### config.mk
export PLATFORM = sky130hd
export DESIGN_NAME = fb_rect_writer
export DESIGN_NICKNAME = d
export VERILOG_FILES = /design/src/rtl/fb_pkg.sv /design/src/rtl/fb_rect_clipper.sv /design/src/rtl/fb_rect_writer.sv
export SDC_FILE = /design/constraint.sdc
export NUM_CORES = 1
export LEC_CHECK = 0
export ABC_AREA = 1
export BUFFER_PORTS_ARGS = -buffer_cell sky130_fd_sc_hd__buf_2
export CORE_MARGIN = 5
export CORE_UTILIZATION = 35
export DETAILED_ROUTE_END_ITERATION = 10
export HOLD_SLACK_MARGIN = 0.02
export PLACE_DENSITY_LB_ADDON = 0.2
export SETUP_SLACK_MARGIN = 0.2
export SLEW_MARGIN = 20
export SYNTH_ARGS = -nofsm -noshare
export SYNTH_HDL_FRONTEND = slang
export SYNTH_HIERARCHICAL = 1
export SYNTH_SLANG_ARGS = --single-unit
### constraint.sdc
create_clock -name clk -period 5.5 [get_ports clk]
set_clock_uncertainty 0.05 [all_clocks]
set_input_delay 0.275 -clock clk [delete_from_list [all_inputs] [get_ports clk]]
set_output_delay 0.275 -clock clk [all_outputs]
set_load 0.005 [all_outputs]
### src/rtl/fb_pkg.sv
// Shared framebuffer constants, pixel/command types and the fill-colour helper.
package fb_pkg;
  localparam int FB_WIDTH  = 400;
  localparam int FB_HEIGHT = 240;

  typedef struct packed {
    logic [4:0] r;
    logic [4:0] g;
    logic [4:0] b;
    logic       pad;
  } rgb_pixel_t;

  typedef enum logic [1:0] {IDLE, CLIP, FILL, DONE} fb_state_t;

  typedef struct packed {
    logic [10:0] x;
    logic [10:0] y;
    logic [10:0] w;
    logic [10:0] h;
    rgb_pixel_t  color;
  } fb_rect_t;

  // Checkerboard only needs the coordinate LSBs.
  function automatic rgb_pixel_t fb_pixel(input rgb_pixel_t color, input logic pattern,
                                          input logic x_lsb, input logic y_lsb);
    return (pattern && (x_lsb ^ y_lsb)) ? ~color : color;
  endfunction
endpackage

### src/rtl/fb_rect_clipper.sv
// Combinational clip of a rectangle command to the framebuffer; x1/y1 are exclusive bounds.
module fb_rect_clipper
  import fb_pkg::*;
#(
  parameter int FB_WIDTH  = fb_pkg::FB_WIDTH,
  parameter int FB_HEIGHT = fb_pkg::FB_HEIGHT
) (
  input  fb_rect_t    i_rect,
  output logic [10:0] o_x0,
  output logic [10:0] o_y0,
  output logic [11:0] o_x1,
  output logic [11:0] o_y1,
  output logic        o_empty
);
  logic [11:0] w_xe;
  logic [11:0] w_ye;
  logic        w_unused_color;

  // 12-bit sums cannot wrap for 11-bit operands.
  assign w_xe = {1'b0, i_rect.x} + {1'b0, i_rect.w};
  assign w_ye = {1'b0, i_rect.y} + {1'b0, i_rect.h};

  assign o_x0    = i_rect.x;
  assign o_y0    = i_rect.y;
  assign o_x1    = (w_xe > 12'(FB_WIDTH))  ? 12'(FB_WIDTH)  : w_xe;
  assign o_y1    = (w_ye > 12'(FB_HEIGHT)) ? 12'(FB_HEIGHT) : w_ye;
  assign o_empty = (i_rect.w == 11'd0) || (i_rect.h == 11'd0) ||
                   ({1'b0, i_rect.x} >= 12'(FB_WIDTH)) || ({1'b0, i_rect.y} >= 12'(FB_HEIGHT));

  assign w_unused_color = ^i_rect.color;
endmodule

### src/rtl/fb_rect_writer.sv
// Rectangle-fill engine: clips each command and emits one registered write per pixel, row-major.
// Checkerboard fill is available when FB_WRITER_CHECKER_EN is defined.
module fb_rect_writer
  import fb_pkg::*;
#(
  parameter int FB_WIDTH  = fb_pkg::FB_WIDTH,
  parameter int FB_HEIGHT = fb_pkg::FB_HEIGHT,
  parameter int ADDR_W    = 17,
  parameter int PIXEL_W   = 16
) (
  input  logic               clk,
  input  logic               reset,
  input  logic               cmd_valid,
  output logic               cmd_ready,
  input  logic [10:0]        cmd_x,
  input  logic [10:0]        cmd_y,
  input  logic [10:0]        cmd_w,
  input  logic [10:0]        cmd_h,
  input  logic [PIXEL_W-1:0] cmd_color,
`ifdef FB_WRITER_CHECKER_EN
  input  logic               cmd_pattern,
`endif
  output logic               mem_we,
  output logic [ADDR_W-1:0]  mem_addr,
  output logic [PIXEL_W-1:0] mem_data,
  input  logic               mem_ready,
  output logic               busy,
  output logic               done
);
  fb_state_t         r_state, w_next;
  fb_rect_t          r_rect;
  logic [10:0]       r_cur_x, r_cur_y;
  logic [ADDR_W-1:0] r_row_base;
  logic              r_mem_we;
  logic [ADDR_W-1:0] r_mem_addr;
  logic [PIXEL_W-1:0] r_mem_data;

  logic [10:0]       w_x0, w_y0, w_nx, w_ny;
  logic [11:0]       w_x1, w_y1;
  logic              w_empty, w_pattern, w_eol, w_last, w_wr_acc, w_accept;
  logic [ADDR_W-1:0] w_nbase, w_base0;

  fb_rect_clipper #(.FB_WIDTH(FB_WIDTH), .FB_HEIGHT(FB_HEIGHT)) u_clip (
    .i_rect (r_rect),
    .o_x0   (w_x0),
    .o_y0   (w_y0),
    .o_x1   (w_x1),
    .o_y1   (w_y1),
    .o_empty(w_empty)
  );

`ifdef FB_WRITER_CHECKER_EN
  logic r_pattern;
  always_ff @(posedge clk or posedge reset) begin
    if (reset)         r_pattern <= 1'b0;
    else if (w_accept) r_pattern <= cmd_pattern;
  end
  assign w_pattern = r_pattern;
`else
  assign w_pattern = 1'b0;
`endif

  assign w_accept = (r_state == IDLE) && cmd_valid;
  assign w_wr_acc = r_mem_we && mem_ready;
  assign w_eol    = ({1'b0, r_cur_x} == (w_x1 - 12'd1));
  assign w_last   = w_eol && ({1'b0, r_cur_y} == (w_y1 - 12'd1));
  assign w_nx     = w_eol ? w_x0 : r_cur_x + 11'd1;
  assign w_ny     = w_eol ? r_cur_y + 11'd1 : r_cur_y;
  assign w_nbase  = w_eol ? r_row_base + ADDR_W'(FB_WIDTH) : r_row_base;
  // The only multiply; later rows step row_base by FB_WIDTH.
  assign w_base0  = ADDR_W'(w_y0) * ADDR_W'(FB_WIDTH);

  always_ff @(posedge clk or posedge reset) begin
    if (reset) r_state <= IDLE;
    else       r_state <= w_next;
  end

  always_comb begin
    w_next    = r_state;
    cmd_ready = 1'b0;
    busy      = 1'b0;
    done      = 1'b0;
    case (r_state)
      IDLE: begin
        cmd_ready = 1'b1;
        if (cmd_valid) w_next = CLIP;
      end
      CLIP: begin
        busy   = 1'b1;
        w_next = w_empty ? DONE : FILL;
      end
      FILL: begin
        busy = 1'b1;
        if (w_wr_acc && w_last) w_next = DONE;
      end
      DONE: begin
        done   = 1'b1;
        w_next = IDLE;
      end
      default: w_next = IDLE;
    endcase
  end

  always_ff @(posedge clk or posedge reset) begin
    if (reset) begin
      r_rect     <= '0;
      r_cur_x    <= '0;
      r_cur_y    <= '0;
      r_row_base <= '0;
      r_mem_we   <= 1'b0;
      r_mem_addr <= '0;
      r_mem_data <= '0;
    end else begin
      if (w_accept) begin
        r_rect.x     <= cmd_x;
        r_rect.y     <= cmd_y;
        r_rect.w     <= cmd_w;
        r_rect.h     <= cmd_h;
        r_rect.color <= cmd_color;
      end
      if (r_state == CLIP && !w_empty) begin
        r_cur_x    <= w_x0;
        r_cur_y    <= w_y0;
        r_row_base <= w_base0;
        r_mem_we   <= 1'b1;
        r_mem_addr <= w_base0 + ADDR_W'(w_x0);
        r_mem_data <= fb_pixel(r_rect.color, w_pattern, w_x0[0], w_y0[0]);
      end
      if (r_state == FILL && w_wr_acc) begin
        if (w_last) begin
          r_mem_we <= 1'b0;
        end else begin
          r_cur_x    <= w_nx;
          r_cur_y    <= w_ny;
          r_row_base <= w_nbase;
          r_mem_addr <= w_nbase + ADDR_W'(w_nx);
          r_mem_data <= fb_pixel(r_rect.color, w_pattern, w_nx[0], w_ny[0]);
        end
      end
    end
  end

  assign mem_we   = r_mem_we;
  assign mem_addr = r_mem_addr;
  assign mem_data = r_mem_data;
endmodule
==> results.py <==
metrics = {
    "route": {
        "drtAntennaViolNets": 0,
        "vias": 10200,
        "wl_per_cell_um": 15.7,
        "via_per_inst": 4.85,
        "drtPass1Iterations": 7,
        "post-route-drc-count": 0,
        "routed_wl_um": 33000,
        "drtIter0Drc": 639,
    },
    "sta": {
        "max-slew-margin-rel": 0.368,
        "worst_pin_slew_ns": 0.948,
        "fin_crit_ns": 5.00,
        "grt_setup_unrepaired": "true",
        "final-hold-violation-count": 0,
        "finalSetupViolCount": 0,
        "maxSlewViolCount": 0,
        "fmax_mhz": 200,
        "fin_crit_sh": 0.909,
    },
    "setup_path": {
        "r2r-start": "r_rect[27]",
        "r2r-end": "mem_addr[16]",
        "worstPathMaxFanout": 6,
        "cp-end-kind": "register",
        "critPathLaunchType": "register",
        "arrival_ns": 5.26,
        "reg2reg_slack_ns": 0.50,
        "crit_top_cell": "nand2_1",
        "slowest_delay_ns": 0.56,
        "critical-path-slowest-cell": "fa_2",
        "critPathKind": "reg -> reg",
        "crit_required_ns": 5.76,
        "rr_worst_depth": 35,
    },
    "clock_tree": {
        "path_clk_slew_ns": 0.07,
        "ctsHtreeMaxLevel": 4,
        "cts.sinks": 135,
        "numCtsBuffers": 17,
        "cts.path.max_buffers": 2,
        "clock-root-buffer": "clkbuf_16",
        "insertion_delay_ns": 0.44,
        "cts_tree": "built",
    },
    "status": {
        "status": "finished clean",
    },
    "floorplanning": {
        "core-area_um2": 31600,
        "die_x_um": 189,
        "initial_core_util": 0.355,
        "pin_count": 101,
        "dieHeight_um": 189,
        "die_area_um2": 35800,
        "num_rows": 65,
    },
    "placement": {
        "gp_congestion": 0.851,
        "port_buffers": 100,
        "dp_hpwl_um": 24700,
        "dp.cells": 2016,
    },
    "grt": {
        "first_global_vias": 10200,
        "grt_usage": 0.186,
        "grt_pass1_wl_um": 54200,
        "antenna_found_initial": 1,
        "grt-ovfl-total": 0,
        "grt_start_max_net_pins": 83,
    },
    "finish": {
        "area_growth_pct": 20.6,
        "final-instance-count-excl-fill": 2106,
        "multiInputGateArea_um2": 6970,
        "fillers": 3207,
        "drive_gt1_frac": 0.195,
        "fin_nets": 1842,
        "diodes": 0,
        "register_area_um2": 3380,
    },
    "synth": {
        "avgSynthCellArea_um2": 7.29,
        "synth-simple-area-share": 0.303,
        "ys.flop_type": "dfrtp_1",
        "synthAdderAreaFrac": 0.104,
        "synth.distinct_cells": 51,
        "async_flop_share": 1.00,
        "seq_area_frac_synth": 0.301,
        "synth.area.mux_share": 0.0601,
        "synth-xor-area-share": 0.0585,
        "synth_area_um2": 11200,
        "yosysWarnings": 6,
        "synth-compound-area-share": 0.0619,
        "syn_inst": 1543,
        "synth_seq_cells": 135,
        "synth_top_family_by_area": "simple AND/OR/NAND/NOR gates",
        "synth-edff-count": 0,
    },
    "worst_hold_path": {
        "min_path_type": "in -> reg",
        "worstHoldStart": "cmd_w[10]",
        "holdPathStages": 2,
        "hold_end": "r_rect[37]",
    },
    "flow_run": {
        "max_cap_viol_count": 0,
    },
}
==> synthesized netlist by cell type, types with 3 or more instances <==
master	instances	area share
fa_1	10	0.018
xor2_1	45	0.035
a21oi_1	38	0.017
o22ai_1	3	0.0017
dfrtp_1	135	0.30
buf_1	6	0.0020
nor4_1	5	0.0028
buf_6	5	0.0050
mux2_2	60	0.060
o211ai_1	8	0.0053
nor2_1	152	0.051
nand2_1	420	0.14
o21ai_0	47	0.021
clkbuf_1	9	0.0030
nor3_1	16	0.0071
inv_1	211	0.070
o21ai_1	15	0.0067
nand3_2	3	0.0027
buf_4	32	0.021
inv_2	5	0.0017
nand3b_1	13	0.0087
or2_2	8	0.0045
nand4_1	21	0.012
ha_1	77	0.086
buf_2	10	0.0045
nor2_4	4	0.0040
nor3_2	7	0.0062
nor2_2	6	0.0033
nand3_1	112	0.050
nand2_2	7	0.0039
xnor2_1	25	0.019
==> routing by layer <==
metal,GRT usage,vias up,wire length [um]
met5,0,-,11
met4,0.0367,2,331
met3,0.0383,28,1790
met2,0.309,227,15500
met1,0.255,4767,15400
li1,-,5184,-
==> flip-flops by register name, summed over array words and instances, names as in the netlist <==
name        cells
r_row_base     17
r_cur_x        11
mem_addr       17
r_cur_y        11
r_rect         60
r_state         2
mem_data       16
mem_we          1
==> what timing repair did <==
item,4_1_cts,5_1_grt
endpoints found under the hold margin,125,0
endpoints found under the setup margin,7,16
gates resized for setup,4,75
pin swaps,2,20
gates cloned,0,2
hold buffers,45,0
setup buffers,2,9
==> kinds of logic after synthesis <==
family | Yosys count
simple gates | 782
buf+inv | 281
flops | 135
compound gates | 125
fa+ha+maj | 87
xor+xnor | 72
mux | 60
other cells | 1
==> cell usage in the layout (no fill, tap or decap), types with 3 or more instances in the layout <==
cell           instances
nor2_1               140
inv_1                205
xnor2_1               25
o211ai_1               8
or2_2                  8
xor2_1                44
nor3_2                 9
nand3_2                6
conb_1                 7
inv_8                  6
nand2_4                5
nand3b_1              13
nor4_1                 5
nor2_4                11
ha_4                  12
buf_4                 37
a21oi_1               36
buf_2                100
ha_2                   4
buf_6                  3
o22ai_1                3
nand2_1              415
nor3_1                14
nand2_2               10
o21ai_1               21
nand4_1               21
inv_2                 10
dlygate4sd3_1         45
nor2_2                11
ha_1                  61
inv_6                  5
mux2_2                60
dfrtp_1              135
clkbuf_16             17
fa_1                   8
o21ai_0               40
nand3_1              108
==> worst max-delay path by stage <==
stage / from / end / slack (ns) / cells after the start
2_1_floorplan: r_rect[27] / mem_addr[16] / 0.59 / 38
3_3_place_gp: r_rect[27] / mem_addr[16] / 0.16 / 35
3_5_place_dp: r_rect[27] / mem_addr[16] / -0.04 / 35
4_1_cts: r_rect[27] / mem_addr[16] / 0.19 / 37
5_1_grt: r_rect[49] / mem_addr[16] / 0.11 / 37
6_report: r_rect[27] / mem_addr[16] / 0.50 / 35
==> cell type report <==
type	count	share of cell area
Multi-Input combinational cell	1135	0.514
Sequential cell	135	0.249
Timing Repair Buffer	185	0.0931
Inverter	217	0.0606
Tap cell	402	0.0371
Clock buffer	17	0.0314
Clock inverter	15	0.0145
==> critical path, delay by kind of cell (launching register included) <==
kind	cells	cell delay, ns
fa+ha+maj	4	1.25
buf+inv	5	0.44
simple gates	24	2.57
compound gates	2	0.19
flops	1	0.36
==> per-stage QoR <==
stage | util | setup WS (ns) | hold WS, ns | cell area, um2 | setup TNS (ns)
6_report | 0.429 | 0.501 | 0.0351 | 13600 | 0
5_1_grt | 0.429 | 0.110 | 0.0306 | 13600 | 0
4_1_cts | 0.416 | 0.187 | 0.0210 | 13200 | 0
3_5_place_dp | 0.381 | -0.0368 | 0.406 | 12100 | -0.0368
3_3_place_gp | 0.381 | 0.159 | 0.400 | 12100 | 0
2_1_floorplan | - | 0.585 | 0.376 | 11300 | 0
Power is left out: the tool's default activity adds up to more than one toggle a clock period on the data nets, which glitch-free logic cannot reach.
